[config.mk]
export PLATFORM = sky130hd
export DESIGN_NAME = systolic_weight_seq
export DESIGN_NICKNAME = d
export VERILOG_FILES = /design/src/rtl/systolic_weight_seq_pkg.sv /design/src/rtl/systolic_weight_seq.sv
export SDC_FILE = /design/constraint.sdc
export NUM_CORES = 1
export LEC_CHECK = 0
export ABC_AREA = 1
export CAP_MARGIN = 20
export CORE_UTILIZATION = 35
export CTS_BUF_LIST = sky130_fd_sc_hd__clkbuf_4
export DETAILED_ROUTE_END_ITERATION = 10
export GPL_TIMING_DRIVEN = 0
export SYNTH_ARGS = -nofsm -noshare
export SYNTH_HDL_FRONTEND = slang
export SYNTH_SLANG_ARGS = --single-unit
[constraint.sdc]
create_clock -name CLK -period 1.56 [get_ports CLK]
set_clock_uncertainty 0.15 [all_clocks]
set_input_delay 0.156 -clock CLK [delete_from_list [all_inputs] [get_ports CLK]]
set_output_delay 0.156 -clock CLK [all_outputs]
set_load 0.05 [all_outputs]
[src/rtl/systolic_weight_seq_pkg.sv]
// systolic_weight_seq_pkg
//   Shared parameters for the systolic weight sequencer: default array
//   geometry, weight-buffer address width and the FSM state encoding.
package systolic_weight_seq_pkg;

  localparam int WSEQ_PE_ROW     = 8;
  localparam int WSEQ_PE_COL     = 8;
  localparam int WSEQ_BIT_ROW_ID = 3;
  localparam int WSEQ_ADDR_W     = 10;

  // state      | meaning
  // ST_IDLE    | waiting for i_Start
  // ST_LOAD    | issuing one weight-buffer read per unstalled cycle
  // ST_DRAIN   | last read in flight, its enable beat goes out
  // ST_DONE    | tile complete, o_Done pulses on the following cycle
  localparam logic [1:0] ST_IDLE  = 2'd0;
  localparam logic [1:0] ST_LOAD  = 2'd1;
  localparam logic [1:0] ST_DRAIN = 2'd2;
  localparam logic [1:0] ST_DONE  = 2'd3;

endpackage

[src/rtl/systolic_weight_seq.sv]
// systolic_weight_seq
//   Sequences one weight tile from the weight buffer into a PE_ROW x PE_COL
//   systolic array: PE_ROW reads at base+k, each followed one cycle later
//   by a per-column write enable and row ID for the weight loader.
//   Optional build macro: WSEQ_ROW_REVERSE_EN loads the bottom row first
//   (row(k) = PE_ROW-1-k); addresses are base+k either way.
// Ports
//   CLK, RST          clock, asynchronous active-high reset
//   i_Start           tile request, honoured only in IDLE
//   i_Base_Addr       first buffer address of the tile (captured on start)
//   i_Col_Mask        columns to load (captured on start); zero skips reads
//   i_Stall           buffer not ready, holds the current beat
//   o_Rd_En/o_Rd_Addr weight-buffer read strobe and address
//   o_Systolic_En_ID  target row of the enable beat
//   o_Systolic_En_W   per-column write enable
//   o_Busy            tile in progress
//   o_Done            one-cycle completion pulse
module systolic_weight_seq
  import systolic_weight_seq_pkg::*;
#(
  parameter int PE_ROW     = WSEQ_PE_ROW,
  parameter int PE_COL     = WSEQ_PE_COL,
  parameter int BIT_ROW_ID = WSEQ_BIT_ROW_ID,
  parameter int ADDR_W     = WSEQ_ADDR_W
) (
  input  logic                  CLK,
  input  logic                  RST,
  input  logic                  i_Start,
  input  logic [ADDR_W-1:0]     i_Base_Addr,
  input  logic [PE_COL-1:0]     i_Col_Mask,
  input  logic                  i_Stall,
  output logic                  o_Rd_En,
  output logic [ADDR_W-1:0]     o_Rd_Addr,
  output logic [BIT_ROW_ID-1:0] o_Systolic_En_ID,
  output logic [PE_COL-1:0]     o_Systolic_En_W,
  output logic                  o_Busy,
  output logic                  o_Done
);

  logic [1:0]            state_q,  state_d;
  logic [BIT_ROW_ID-1:0] k_q,      k_d;
  logic [ADDR_W-1:0]     base_q,   base_d;
  logic [PE_COL-1:0]     mask_q,   mask_d;
  logic                  rd_en_q,  rd_en_d;
  logic [ADDR_W-1:0]     addr_q,   addr_d;
  logic [BIT_ROW_ID-1:0] row_rd_q, row_rd_d;
  logic [BIT_ROW_ID-1:0] en_id_q,  en_id_d;
  logic [PE_COL-1:0]     en_w_q,   en_w_d;
  logic                  busy_q,   busy_d;
  logic                  done_q,   done_d;
  logic [BIT_ROW_ID-1:0] row_k;

`ifdef WSEQ_ROW_REVERSE_EN
  assign row_k = BIT_ROW_ID'(PE_ROW - 1) - k_q;
`else
  assign row_k = k_q;
`endif

  always_comb begin
    state_d  = state_q;
    k_d      = k_q;
    base_d   = base_q;
    mask_d   = mask_q;
    rd_en_d  = 1'b0;
    addr_d   = addr_q;
    row_rd_d = row_rd_q;
    case (state_q)
      ST_IDLE: begin
        if (i_Start) begin
          if (i_Col_Mask != '0) begin
            base_d  = i_Base_Addr;
            mask_d  = i_Col_Mask;
            k_d     = '0;
            state_d = ST_LOAD;
          end else begin
            state_d = ST_DONE;
          end
        end
      end
      ST_LOAD: begin
        if (!i_Stall) begin
          rd_en_d  = 1'b1;
          addr_d   = base_q + ADDR_W'(k_q);
          // Row ID travels with the read so the enable beat a cycle later
          // still carries the row of the data it writes.
          row_rd_d = row_k;
          if (k_q == BIT_ROW_ID'(PE_ROW - 1)) begin
            k_d     = '0;
            state_d = ST_DRAIN;
          end else begin
            k_d = k_q + 1'b1;
          end
        end
      end
      ST_DRAIN: state_d = ST_DONE;
      default:  state_d = ST_IDLE;
    endcase
  end

  // Enable stage lines up with the 1-cycle buffer read latency.
  assign en_w_d  = rd_en_q ? mask_q : '0;
  assign en_id_d = rd_en_q ? row_rd_q : en_id_q;
  // Outputs lag the state by a cycle, so busy covers the start edge
  // itself through the cycle o_Done is presented.
  assign busy_d  = (state_q != ST_IDLE) || i_Start;
  assign done_d  = (state_q == ST_DONE);

  always_ff @(posedge CLK or posedge RST) begin
    if (RST) begin
      state_q  <= ST_IDLE;
      k_q      <= '0;
      base_q   <= '0;
      mask_q   <= '0;
      rd_en_q  <= 1'b0;
      addr_q   <= '0;
      row_rd_q <= '0;
      en_id_q  <= '0;
      en_w_q   <= '0;
      busy_q   <= 1'b0;
      done_q   <= 1'b0;
    end else begin
      state_q  <= state_d;
      k_q      <= k_d;
      base_q   <= base_d;
      mask_q   <= mask_d;
      rd_en_q  <= rd_en_d;
      addr_q   <= addr_d;
      row_rd_q <= row_rd_d;
      en_id_q  <= en_id_d;
      en_w_q   <= en_w_d;
      busy_q   <= busy_d;
      done_q   <= done_d;
    end
  end

  assign o_Rd_En          = rd_en_q;
  assign o_Rd_Addr        = addr_q;
  assign o_Systolic_En_ID = en_id_q;
  assign o_Systolic_En_W  = en_w_q;
  assign o_Busy           = busy_q;
  assign o_Done           = done_q;

endmodule

==> metrics.txt, run 1 <==
status finished with violations; violated checks negative setup slack; Final Cell Area 0.003222 mm2; share of cells above drive strength 1 28.75%; clock root buffer clkbuf_4; I/O Pins 46; cells after synthesis 259; Final min period 1.712 ns; Final ANT Viol Nets 0; Post-Layout Cell Count 404; FMAX 0.5840 GHz; Final nets 358; Avg Vias per Cell 4.597; CTS H-tree depth 2; gpl congestion 0.7821; internal power 3.346 mW; path type of the worst min-delay path in2reg; crit path DAT 1.83 ns; final-report hold violation count 0; setup slack after layout -0.1525 ns; Final Power 6.092 mW; die height 83.65 um; Ant. Diodes 0; vias in the first global route 1761; Inst Count DP 382; grt met2 use 22.84%; CTS sink cnt 50; Core Footprint 0.006386 mm2; routed wire length 4.681 mm; M3 GR Usage 2.374%; placed cell area 0.002913 mm2; fin util 50.45%; commonest cells after routing, fill and taps aside nand2_1 (81), dfrtp_1 (49), inv_1 (22), clkdlybuf4s50_1 (21), nand3_1 (17); Syn Area/Cell 9.010 um2; grt total ovfl 0; Residual DRC 0; CP Capture Type flip-flop; HPWL Detailed 3.287 mm; synth unique cells 30; routed length per instance 11.59 um; Port Buffers 45; DIE AREA 0.006997 mm2; Synthesis Warnings 0; register area share after synthesis 53.62%; met1 usage 19.63%; Initial DRC Count 70; DR vias 1857; Switch Pwr 2.745 mW; worst skew pair latency 0.36 ns; Startpoint Class flip-flop; TritonCTS clock tree done; Post-Synthesis Cell Area 0.002333 mm2; largest net degree at the start of global routing 33; global route hottest layer met2; starting density of the core 36.54%; # fillers 608; register bit total from synthesis 50; Clock transition at path regs 0.14 ns; Inserted Clock Buffers 5; Tightest Pin Transition 0.4892 ns; Max Transition Viols Final 0; first-pass GRT wire length 8.059 mm; RSZ-0062 raised after global routing true; GRT Total Usage 14.23%; slew margin rel. 67.51%; drt first pass iters 4; Min Hold Slack 0.2069 ns; antenna violations before repair 0; Clock Power Share 12.3%; leakage 1.636 nW; Setup Viol. Count Final 6; Final period util 109.8%; Seq pwr share 34.8%; Chip Width 83.65 um; MaxCap Viol Count 0; PD cells 1891 mW/mm2; Crit Path Max Fanout 3; switch share 45.07%; syn nets 291; Max rail drop VDD 844.1 uV; clock tree buffer depth 2; Combinational Power Share 52.9%; Critical Path RT 1.68 ns; Synth-to-Final Area Change 38.07%; num rows 29; commonest non-fill, non-tap cell in the layout nand2_1; critical path type reg2reg
[cell type report]
type / count / area (um2) / area share [%]
buffer: 6 / 48.80 / 1.515
multi-input combinational: 171 / 1052 / 32.66
tap: 77 / 96.34 / 2.990
timing repair buffer: 61 / 573.1 / 17.79
inverter: 31 / 116.4 / 3.612
sequential: 50 / 1252 / 38.87
clock buffer: 5 / 37.54 / 1.165
clock inverter: 3 / 45.04 / 1.398
[worst max-delay path: stages, from the launching register on]
cell and delay (ns):
dfrtp_2 0.44, ha_4 0.15, inv_2 0.03, fa_2 0.32, inv_2 0.06, nand2_2 0.06
nand2_4 0.08, nand2_4 0.06, nor2_2 0.08, nand2_1 0.06, nand3_2 0.08, nand2_1 0.05
[logic make-up after synthesis]
family / Yosys count / synth area share [%]
flip-flops: 50 / 53.62
multiplexers: 3 / 1.448
AO/OA/AOI/OAI: 18 / 4.343
adder cells (fa/ha/maj): 10 / 5.684
buffers and inverters: 38 / 7.292
AND/OR/NAND/NOR: 140 / 27.61
[repair_timing]
item	4_1_cts	5_1_grt
pin swaps	5	16
setup endpoints to repair	42	49
gates resized for setup	54	42
buffers inserted	7	7
hold endpoints to repair	18	0
hold buffers	1	0
[stage by stage]
stage,setup WS [ns],setup TNS (ns)
4_1_cts,-0.2377,-0.8189
5_1_grt,-0.2161,-1.097
3_3_place_gp,-0.9408,-48.16
3_5_place_dp,-0.3362,-1.461
2_1_floorplan,-0.1491,-0.2256
6_report,-0.1525,-0.5211
[per-layer routing]
layer	routed length [um]	vias to the layer above
li1	-	945
met1	2146	872
met2	2322	36
met3	168	4
met4	44	0
met5	0	-
[worst paths after layout]
check / start / to / slack (ns) / cells past startpoint
hold reg to reg: mask_q[7] / o_Systolic_En_W[7] / 0.33 / 2
hold / removal: i_Base_Addr[8] / base_q[8] / 0.21 / 3
setup / recovery: k_q[0] / o_Rd_Addr[8] / -0.15 / 11
min in group asynchronous: RST / o_Rd_Addr[1] / 0.51 / 3
setup reg to reg: k_q[0] / o_Rd_Addr[8] / -0.15 / 11
max in group asynchronous: RST / k_q[0] / 0.23 / 4
[state kept, by name, indices dropped and copies added, names as in the netlist, 2 cells and up]
| signal | cells |
|---|---|
| o_Systolic_En_ID | 3 |
| o_Systolic_En_W | 8 |
| o_Rd_Addr | 10 |
| mask_q | 8 |
| base_q | 10 |
| row_rd_q | 3 |
| state_q | 2 |
| k_q | 3 |
[power groups by stage]
stage / Sequential (mW) / Combinational, mW / Clock, mW
finish: 2.12 / 3.22 / 0.750
global route: 2.19 / 3.54 / 0.821
CTS: 2.11 / 2.92 / 0.784
detailed placement: 2.15 / 2.84 / 0
global placement: 2.14 / 2.80 / 0
floorplan: 2.82 / 1.33 / 0
[cells in the mapped netlist, drive strengths merged]
library cell	number	area [um2]
a21oi	8	47.55
a31oi	3	18.77
and2	1	7.510
buf	7	53.80
clkinv	1	3.750
dfrtp	50	1251
fa	1	20.02
ha	9	112.6
inv	30	112.6
mux2	3	33.78
nand2	87	336.6
nand3	21	110.1
nand4	5	46.29
nor2	23	126.4
nor3	1	5.000
o21ai	7	35.03
or2	2	12.52
Note: power is estimated with default switching activity, not from simulation.
==> run 2: changes to the inputs <==
- clock period: 1.56 -> 1.5 ns (I/O delays scaled with it)
==> run 2 against run 1 <==
  * The flow still finishes with violations (negative setup slack)
  * Design area grew 5.0%
  * Clock power up 25%
  * Global-route usage decreased by 0.12 points
  * Via count increased by 0.86%
  * Worst setup slack worse by 0.12 ns
  * Critical path type unchanged
  * Critical endpoint unchanged
  * Highest routed layer unchanged
==> metrics.txt, run 2 (same netlist as run 1, synthesis figures left out) <==
status finished with violations (unchanged); violated checks negative setup slack (unchanged); starting density of the core 36.54% (unchanged); Core Footprint 0.006386 mm2 (unchanged); path type of the worst min-delay path in2reg (unchanged); CTS sink cnt 50 (unchanged); DIE AREA 0.006997 mm2 (unchanged); Final ANT Viol Nets 0 (unchanged); Crit Path Max Fanout 4 (was 3); Critical Path RT 1.61 ns (was 1.68 ns); Inserted Clock Buffers 5 (unchanged); Tightest Pin Transition 0.3808 ns (was 0.4892 ns); Max rail drop VDD 893.7 uV (was 844.1 uV); Final min period 1.777 ns (was 1.712 ns); leakage 1.688 nW (was 1.636 nW); num rows 29 (unchanged); I/O Pins 46 (unchanged); commonest cells after routing, fill and taps aside nand2_1 (76), dfrtp_1 (49), clkdlybuf4s15_2 (24), inv_1 (23), clkdlybuf4s50_1 (21) (was nand2_1 (81), dfrtp_1 (49), inv_1 (22), clkdlybuf4s50_1 (21), nand3_1 (17)); first-pass GRT wire length 7.983 mm (was 8.059 mm); grt total ovfl 0 (unchanged); Max Transition Viols Final 0 (unchanged); Setup Viol. Count Final 11 (was 6); CP max stage delay 0.45 ns (was 0.44 ns); GRT Total Usage 14.11% (was 14.23%); Residual DRC 0 (unchanged); critical path type reg2reg (unchanged); HPWL Detailed 3.289 mm (was 3.287 mm); clock tree buffer depth 2 (unchanged); Initial DRC Count 79 (was 70); setup slack after layout -0.2771 ns (was -0.1525 ns); FMAX 0.5627 GHz (was 0.5840 GHz); Place WS -0.4158 ns (was -0.3362 ns); final-report hold violation count 0 (unchanged); crit path DAT 1.88 ns (was 1.83 ns); Clock transition at path regs 0.15 ns (was 0.14 ns); clock root buffer clkbuf_4 (unchanged); vias in the first global route 1725 (was 1761); Post-Layout Cell Count 407 (was 404); share of cells above drive strength 1 32.42% (was 28.75%); TritonCTS clock tree done (unchanged); CP max-delay cell dfrtp_1 (was dfrtp_2); routed wire length 5.016 mm (was 4.681 mm); die height 83.65 um (unchanged); Chip Width 83.65 um (unchanged); Avg Vias per Cell 4.602 (was 4.597); CP Capture Type flip-flop (unchanged); routed length per instance 12.32 um (was 11.59 um); CTS H-tree depth 2 (unchanged); slew margin rel. 74.56% (was 67.51%); worst-path cell chain inv_1 -> fa_2 -> inv_2 -> nand2_2 -> nand2_4 -> nand2_4 -> nor2_1 -> nand2_1 -> nand3_2 -> nand2_1 (was ha_4 -> inv_2 -> fa_2 -> inv_2 -> nand2_2 -> nand2_4 -> nand2_4 -> nor2_2 -> nand2_1 -> nand3_2 -> nand2_1); Final Cell Area 0.003383 mm2 (was 0.003222 mm2); DR vias 1873 (was 1857); largest net degree at the start of global routing 51 (was 33); Final nets 361 (was 358); Ant. Diodes 0 (unchanged); gpl congestion 0.8083 (was 0.7821); commonest non-fill, non-tap cell in the layout nand2_1 (unchanged); antenna violations before repair 0 (unchanged); PD cells 1988 mW/mm2 (was 1891 mW/mm2); placed cell area 0.002898 mm2 (was 0.002913 mm2); drt first pass iters 4 (unchanged); RSZ-0062 raised after global routing true (unchanged); family with the most delay on the worst path simple AND/OR/NAND/NOR gates (unchanged); Inst Count DP 381 (was 382); Synth-to-Final Area Change 44.99% (was 38.07%); Startpoint Class flip-flop (unchanged); Final period util 118.5% (was 109.8%); CP Buf/Inv Count 2 (unchanged); Port Buffers 45 (unchanged); worst skew pair latency 0.37 ns (was 0.36 ns); MaxCap Viol Count 0 (unchanged)
run 2: cell count changes in the layout (fill, tap and decap cells not counted), sizes merged:
cell	delta
clkbuf	-4
bufinv	+1
nand2	+1
clkinvlp	-1
clkdlybuf4s15	+6
run 2: cell type report:
cell class | instances | area (um2)
Buffer | 7 | 66.31
Inverter | 31 | 125.1
Tap cell | 77 | 96.34
Clock inverter | 3 | 63.81
Sequential cell | 50 | 1252
Fill cell | 597 | 3003
Clock buffer | 5 | 37.54
Timing Repair Buffer | 62 | 665.6
Multi-Input combinational cell | 172 | 1076
run 2: tightest hold or removal path, cell delays in order:
cell	delay, ns
clkdlybuf4s50_1	0.40
nor2_1	0.10
a21oi_1	0.04
run 2: what timing repair did:
item | in CTS | in global routing
endpoints found under the setup margin | 60 | 36
pin swaps | 4 | 13
setup buffers | 7 | 6
gates resized for setup | 83 | 37
cloned | 0 | 3
endpoints found under the hold margin | 0 | 15
hold buffers | 0 | 1
run 2: metal layers:
metal	part of all wire [%]	GRT usage [%]	vias up
li1	-	-	962
met1	46	18.91	871
met2	49	23.21	31
met3	2.6	2.473	9
met4	2.1	4.622	0
met5	0	0	-
run 2: worst paths after layout:
check | startpoint | endpoint | slack, ns | cells after the start
worst max-delay path | k_q[1] | o_Rd_Addr[8] | -0.28 | 10
worst max register to register | k_q[1] | o_Rd_Addr[8] | -0.28 | 10
max in group asynchronous | RST | o_Rd_En | 0.19 | 4
min in group asynchronous | RST | base_q[6] | 0.50 | 3
worst min-delay path | i_Base_Addr[6] | base_q[6] | 0.19 | 3
worst min register to register | mask_q[1] | o_Systolic_En_W[1] | 0.33 | 2
run 2: power breakdown:
group	internal (mW)	leakage [nW]	switching, mW	total (mW)
Combinational	1.41	1.01	2.16	3.57
Clock	0.514	0.0528	0.422	0.935
Sequential	1.88	0.622	0.342	2.22
Total	3.80	1.69	2.92	6.72
run 2: stage by stage:
step	total power, mW	setup TNS [ns]	hold WS (ns)	utilization [%]
2_1_floorplan	4.322	-0.4056	0.04233	-
3_3_place_gp	5.155	-5.996	0.2987	45.38
3_5_place_dp	5.212	-7.381	0.3010	45.38
4_1_cts	6.297	-1.364	0.1838	49.00
5_1_grt	7.192	-2.518	0.2010	52.98
6_report	6.725	-1.526	0.1874	52.98
==> run 3: changes to the inputs <==
- clock period: 1.5 -> 1.7 ns (I/O delays scaled with it)
==> run 3 against run 2 <==
  * The flow still finishes with violations (negative setup slack)
  * Fmax rose by 3.2%
  * Clock-buffer cell count did not move
  * Combinational power fell by 24%
  * Critical path depth rose by 1
  * Global-route usage fell by 0.29 points
  * Largest cell class unchanged
  * Wire length fell by 12%
  * Non-clock buffer count fell by 6
  * Register-to-register slack improved by 0.26 ns
==> metrics.txt, run 3 (same netlist as run 1, synthesis figures left out) <==
status finished with violations (unchanged); violated checks negative setup slack (unchanged); clock root buffer clkbuf_4 (unchanged); routed length per instance 11.09 um (was 12.32 um); vias in the first global route 1711 (was 1725); switch share 45.29% (was 43.42%); grt total ovfl 0 (unchanged); FMAX 0.5807 GHz (was 0.5627 GHz); HPWL Detailed 3.287 mm (was 3.289 mm); CP max-delay cell dfrtp_2 (was dfrtp_1); Inserted Clock Buffers 5 (unchanged); Min Hold Slack 0.2219 ns (was 0.1874 ns); Final period util 101.3% (was 118.5%); DIE AREA 0.006997 mm2 (unchanged); Inst Count DP 382 (was 381); CTS sink cnt 50 (unchanged); Core Footprint 0.006386 mm2 (unchanged); commonest non-fill, non-tap cell in the layout nand2_1 (unchanged); Seq pwr share 36.2% (was 33.0%); Combinational Power Share 50.9% (was 53.1%); critical path type reg2reg (unchanged); CTS H-tree depth 2 (unchanged); die height 83.65 um (unchanged); Avg Vias per Cell 4.520 (was 4.602); area of the multi-input gates 0.001015 mm2 (was 0.001076 mm2); first-pass GRT wire length 7.838 mm (was 7.983 mm); Clock transition at path regs 0.14 ns (was 0.15 ns); internal power 2.937 mW (was 3.805 mW); DR vias 1808 (was 1873); starting density of the core 36.54% (unchanged); share of cells above drive strength 1 21.36% (was 32.42%); largest net degree at the start of global routing 33 (was 51); Final ANT Viol Nets 0 (unchanged); Post-Layout Cell Count 400 (was 407); GRT Total Usage 13.82% (was 14.11%); setup slack after layout -0.02202 ns (was -0.2771 ns); commonest cells after routing, fill and taps aside nand2_1 (81), dfrtp_1 (47), inv_1 (24), dlygate4sd2_1 (24), clkdlybuf4s50_1 (21) (was nand2_1 (76), dfrtp_1 (49), clkdlybuf4s15_2 (24), inv_1 (23), clkdlybuf4s50_1 (21)); Port Buffers 45 (unchanged); TritonCTS clock tree done (unchanged); Residual DRC 0 (unchanged); placed cell area 0.002913 mm2 (was 0.002898 mm2); routed wire length 4.437 mm (was 5.016 mm); antenna violations before repair 0 (unchanged); final-report hold violation count 0 (unchanged); I/O Pins 46 (unchanged); Final Power 5.368 mW (was 6.725 mW); Startpoint Class flip-flop (unchanged); sequential cell area 0.001255 mm2 (was 0.001252 mm2); Crit Path Max Fanout 3 (was 4); Place WS -0.1962 ns (was -0.4158 ns); Ant. Diodes 0 (unchanged); Chip Width 83.65 um (unchanged); Setup Viol. Count Final 1 (was 11); # fillers 629 (was 597); gpl congestion 0.7821 (was 0.8083); clock tree buffer depth 2 (unchanged); drt first pass iters 4 (unchanged); Max Transition Viols Final 0 (unchanged); CP Capture Type flip-flop (unchanged); Final nets 354 (was 361); num rows 29 (unchanged); path type of the worst min-delay path in2reg (unchanged); leakage 1.652 nW (was 1.688 nW); Clock Power Share 12.8% (was 13.9%); RSZ-0062 raised after global routing true (unchanged); CP max stage delay 0.43 ns (was 0.45 ns); Tightest Pin Transition 0.5066 ns (was 0.3808 ns); Max rail drop VDD 757.4 uV (was 893.7 uV); crit path DAT 1.84 ns (was 1.88 ns); Final min period 1.722 ns (was 1.777 ns); MaxCap Viol Count 0 (unchanged); slew margin rel. 66.36% (was 74.56%); setup TNS -0.02202 ns (was -1.526 ns); Initial DRC Count 70 (was 79); worst-path cell chain ha_4 -> inv_2 -> fa_2 -> inv_2 -> nand2_2 -> nand2_4 -> nand2_2 -> nor2_2 -> nand2_1 -> nand3_2 -> nand2_1 (was inv_1 -> fa_2 -> inv_2 -> nand2_2 -> nand2_4 -> nand2_4 -> nor2_1 -> nand2_1 -> nand3_2 -> nand2_1); PD cells 1709 mW/mm2 (was 1988 mW/mm2); Switch Pwr 2.431 mW (was 2.920 mW); worst skew pair latency 0.36 ns (was 0.37 ns); fin util 49.18% (was 52.98%); Synth-to-Final Area Change 34.58% (was 44.99%); Final Cell Area 0.003141 mm2 (was 0.003383 mm2); Critical Path RT 1.82 ns (was 1.61 ns)
-- run 3: changes by cell type in the layout (fill, tap and decap cells not counted), sizes merged --
cell and delta:
clkbuf -2, buf -4, dlygate4sd2 +24, bufinv -1
clkinvlp +1, nand2 -1, clkdlybuf4s15 -24
-- run 3: cell type report --
type                            instances  share of cell area [%]
Multi-Input combinational cell        171                   32.31
Inverter                               31                   3.705
Timing Repair Buffer                   56                   16.61
Clock inverter                          3                   1.434
Sequential cell                        50                   39.96
Tap cell                               77                   3.068
Clock buffer                            5                   1.195
Buffer                                  7                   1.713
-- run 3: final timing paths --
kind | startpoint | endpoint | slack (ns) | depth (start not counted)
setup / recovery | k_q[0] | o_Rd_Addr[8] | -0.02 | 11
hold / removal | i_Base_Addr[8] | base_q[8] | 0.22 | 3
setup reg to reg | k_q[0] | o_Rd_Addr[8] | -0.02 | 11
hold reg to reg | mask_q[7] | o_Systolic_En_W[7] | 0.33 | 2
max in group asynchronous | RST | state_q[0] | 0.36 | 4
min in group asynchronous | RST | o_Rd_Addr[1] | 0.52 | 3
-- run 3: timing repair --
action,in CTS,in global routing
hold endpoints to repair,18,0
pin swaps,2,11
gates resized for setup,26,23
buffers inserted,1,8
hold buffers,1,0
endpoints found under the setup margin,27,18
-- run 3: worst max-delay path: cells and delay by family (launching register included) --
family	cells	cell delay [ns]
simple gates	7	0.49
fa+ha+maj	2	0.47
flops	1	0.43
buf+inv	2	0.09
-- run 3: power groups by stage --
stage	combinational (mW)	sequential (mW)	clock (mW)
finish	2.73	1.95	0.688
global route	3.02	2.02	0.754
CTS	2.51	1.93	0.720
detailed placement	2.61	1.98	0
global placement	2.57	1.96	0
floorplan	1.22	2.59	0
-- run 3: per-layer routing --
| layer | routed length (um) | part of all wire, % | vias to the layer above | global-route usage, % |
|---|---|---|---|---|
| li1 | - | - | 936 | - |
| met1 | 2125 | 48 | 839 | 19.05 |
| met5 | 0 | 0 | - | 0 |
| met3 | 125 | 2.8 | 4 | 2.374 |
| met4 | 46 | 1.0 | 0 | 4.622 |
| met2 | 2139 | 48 | 29 | 22.10 |
==> RTL edit 1: new RTL, config.mk and constraints of run 3 <==
Make the reset (`RST`) synchronous in one clocked block. Comments in the files are not updated.
--- a/src/rtl/systolic_weight_seq.sv
+++ b/src/rtl/systolic_weight_seq.sv
@@ -107,3 +107,3 @@
 
-  always_ff @(posedge CLK or posedge RST) begin
+  always_ff @(posedge CLK) begin
     if (RST) begin
Function: differs if RST is asserted again (counterexample within 4 cycles, from zero or initial values and one cycle with RST high); with RST held inactive, the same outputs for 10 cycles.
==> RTL edit 1 against run 3 <==
The run still ends with negative setup slack left. Worst setup slack worse by 15 ps. Count of clock-buffer cells in the layout unchanged. Sequential power is 17% lower. Sequential share of layout area fell by 4.8 points. Critical endpoint is now o_Rd_Addr[8]. Power shrank 29%. Wire length increased by 5.1%. Cell area shrank 8.8%. Synthesized area is 8.4% lower. Largest cell class is now multi-input gates. Sequential cell count unchanged.
==> RTL edit 1: results <==
export IMPL_met1_usage_pct=20.5
export IMPL_yosys_top_cells_area="dfxtp_1 47%, nor2_1 14%, inv_1 6.5%"
export IMPL_crit_path_max_incr_delay_ps=380
export IMPL_grt_pass1_vias=1793
export IMPL_met2_usage_pct=25.2
export IMPL_fillers=616
export IMPL_tns_ps=-65.3
export IMPL_arrival_ps=1870
export IMPL_hold_end="base_q[5]"
export IMPL_crit_path_end="o_Rd_Addr[8]"
export IMPL_synth_xor_area_share_pct=1.64
export IMPL_async_flop_share_pct=0
export IMPL_syn_nets=320
export IMPL_worst_slack_ps=-37.0
export IMPL_pre_cts_ws_ps=-120
export IMPL_status="complete, but fails checks"
export IMPL_grt_usage_pct=15.7
export IMPL_multi_input_area_mm2=0.00103
export IMPL_wl_per_cell_um=11.1
export IMPL_drive_above_1_share_pct=12.8
export IMPL_holdWs_ps=227
export IMPL_vdd_drop_max_uv=476
export IMPL_setup_violations=3
export IMPL_grt_pass1_wl_um=7820
export IMPL_use_met3_pct=3.86
export IMPL_dr_first_iter_drc_count=56
export IMPL_synth_distinct_cells=27
export IMPL_ys_top_cells_by_count="79 x nor2_1, 50 x dfxtp_1, 37 x inv_1"
export IMPL_violations="negative setup slack"
-- RTL edit 1: cell count changes after synthesis, sizes merged, moves of 3 or more --
| cell | run 3 | this run |
|---|---|---|
| a31oi | 3 | 0 |
| dfxtp | 0 | 50 |
| inv | 30 | 40 |
| nor2 | 23 | 82 |
| dfrtp | 50 | 0 |
| nand3 | 21 | 12 |
| clkbuf | 0 | 3 |
| o21ai | 7 | 31 |
| nand2 | 87 | 34 |
| xor2 | 0 | 3 |
| mux2 | 3 | 0 |
-- RTL edit 1: area by class of cell --
class | instances | share of cell area, %
Buffer | 8 | 1.70
Clock buffer | 5 | 1.31
Clock inverter | 3 | 1.57
Inverter | 40 | 5.33
Multi-Input combinational cell | 190 | 36.1
Sequential cell | 50 | 35.2
Tap cell | 75 | 3.28
Timing Repair Buffer | 48 | 15.5
-- RTL edit 1: what timing repair did --
item / in CTS / in global routing
pin swaps: 4 / 4
resized for setup: 32 / 18
setup buffers: 3 / 0
endpoints found under the setup margin: 46 / 29
==> RTL edit 2: new RTL, settings of run 3 <==
Made on the original files. `WSEQ_BIT_ROW_ID`: 3 -> 6.
--- a/src/rtl/systolic_weight_seq_pkg.sv
+++ b/src/rtl/systolic_weight_seq_pkg.sv
@@ -7,3 +7,3 @@
   localparam int WSEQ_PE_COL     = 8;
-  localparam int WSEQ_BIT_ROW_ID = 3;
+  localparam int WSEQ_BIT_ROW_ID = 6;
   localparam int WSEQ_ADDR_W     = 10;
Interface: changed (resized o_Systolic_En_ID); port bits go from 46 to 49. The function was not compared with the original's and may differ.
==> RTL edit 2 against run 3 <==
The flow still finishes with violations (negative setup slack). Global-route usage increased by 1.8 points. Synthesized area increased by 22%. Non-clock buffer count increased by 14. Cell area increased by 27%. Worst setup slack got worse by 52 ps. Count of clock-buffer cells in the layout increased by 5. Wire length increased by 40%. Power increased by 22%. Sequential cell count increased by 9. Critical path depth decreased by 5. Sequential power increased by 12%. Via count increased by 29%. Sequential share of layout area decreased by 2.8 points. Critical path type unchanged.
==> RTL edit 2: results <==
export IMPL_status="complete, but fails checks"
export IMPL_violations="negative setup slack"
export IMPL_hold_end="base_q[2]"
export IMPL_syn_nets=357
export IMPL_via_per_inst=4.62
export IMPL_synth_adder_area_share_pct=5.98
export IMPL_grt_pass1_vias=2291
export IMPL_clk_pin_slew_ps=100
export IMPL_fillers=730
export IMPL_ff2ff_path_depth=6
export IMPL_ys_seq_area_share_pct=51.9
export IMPL_yosys_top_cells_area="dfrtp_1 52%, nand2_1 13%, ha_1 5.3%"
export IMPL_ys_top_cells_by_count="101 x nand2_1, 59 x dfrtp_1, 36 x inv_1"
export IMPL_io_buffers=48
export IMPL_drive_above_1_share_pct=27.0
export IMPL_hpwlAfterDp_um=4220
export IMPL_max_slew_margin_pct=66.1
export IMPL_vdd_drop_max_uv=616
export IMPL_setup_violations=4
export IMPL_dp_cells=473
export IMPL_synth_distinct_cells=29
export IMPL_arrival_ps=1950
export IMPL_hp_start="i_Base_Addr[2]"
export IMPL_wl_met1_um=2890
export IMPL_final_cells=506
export IMPL_leakagePower_nw=2.06
export IMPL_synth_mux_area_share_pct=2.37
export IMPL_grt_usage_pct=15.7
export IMPL_dr_first_iter_drc_count=84
export IMPL_syn_area_per_cell_um2=8.84
export IMPL_crit_family="adder cells"
export IMPL_nNetsFinal=435
export IMPL_insertion_delay_ps=410
export IMPL_postPlaceCellArea_mm2=0.00349
export IMPL_wl_per_cell_um=12.3
export IMPL_reg2reg_to="o_Rd_Addr[2]"
export IMPL_tns_ps=-237
export IMPL_rr_startpoint="base_q[0]"
export IMPL_worst_slack_ps=-74.2
## RTL edit 2: cell count changes after synthesis, moves of 3 or more
cell,run 3,this run
nand3_1,20,25
nor2_2,4,0
inv_1,28,36
dfrtp_1,50,59
o21ai_1,2,15
mux2_2,3,6
nand2_2,1,8
a21oi_1,6,3
o21ai_2,0,6
nor2_4,4,0
nand2_1,85,101
ha_1,9,12
## RTL edit 2: logic make-up after synthesis
kind of cell,after synthesis
AOI/OAI and AO/OA,32
xor gates and xnor gates,2
adders and majority gates,13
buffers and inverters,48
DFF,59
muxes,6
and+or+nand+nor,162
## RTL edit 2: worst max-delay path by stage
| stage | startpoint | slack, ps | to |
|---|---|---|---|
| 2_1_floorplan | k_q[0] | -0.2 | o_Rd_Addr[6] |
| 3_3_place_gp | k_q[0] | -180 | o_Rd_Addr[6] |
| 3_5_place_dp | k_q[0] | -200 | o_Rd_Addr[6] |
| 4_1_cts | k_q[0] | -50 | o_Rd_Addr[6] |
| 5_1_grt | base_q[0] | -170 | o_Rd_Addr[6] |
| 6_report | base_q[0] | -70 | o_Rd_Addr[2] |
## RTL edit 2: report_power, final
group          internal [mW]  switching (mW)  total [mW]
logic                   1.29            1.98        3.26
registers               1.86           0.315        2.18
clock network          0.600           0.509        1.11
## RTL edit 2: what timing repair did
item,CTS,global route
gates cloned,0,1
setup endpoints to repair,58,42
hold buffers,1,0
setup buffers,7,10
gates resized for setup,42,44
pin swaps,2,13
hold endpoints to repair,20,0
## RTL edit 2: metrics by stage
step           worst slack, ps  hold slack [ps]  util [%]  power (mW)
2_1_floorplan           -0.219              120         -        4.14
3_3_place_gp              -176              299      44.4        4.88
3_5_place_dp              -200              299      44.6        4.94
4_1_cts                  -49.7              150      47.7        6.07
5_1_grt                   -168              158      51.2        6.98
6_report                 -74.2              170      51.2        6.55
## RTL edit 2: routing by layer
layer | vias up | GRT usage, %
li1 | 1180 | -
met1 | 1113 | 19.5
met2 | 34 | 24.9
met3 | 11 | 3.65
met4 | 0 | 8.98
met5 | - | 0
## RTL edit 2: cell type report
| type | count | area (um2) | area share, % |
|---|---|---|---|
| Buffer | 10 | 82.6 | 2.07 |
| Clock buffer | 10 | 75.1 | 1.88 |
| Clock inverter | 5 | 78.8 | 1.97 |
| Inverter | 38 | 149 | 3.72 |
| Multi-Input combinational cell | 215 | 1370 | 34.3 |
| Sequential cell | 59 | 1480 | 37.1 |
| Tap cell | 102 | 128 | 3.19 |
| Timing Repair Buffer | 67 | 628 | 15.7 |
## RTL edit 2: tightest hold or removal path, cell delays in order
cell	delay [ps]
clkdlybuf4s50_1	390
nand3_1	70
nand2_1	50
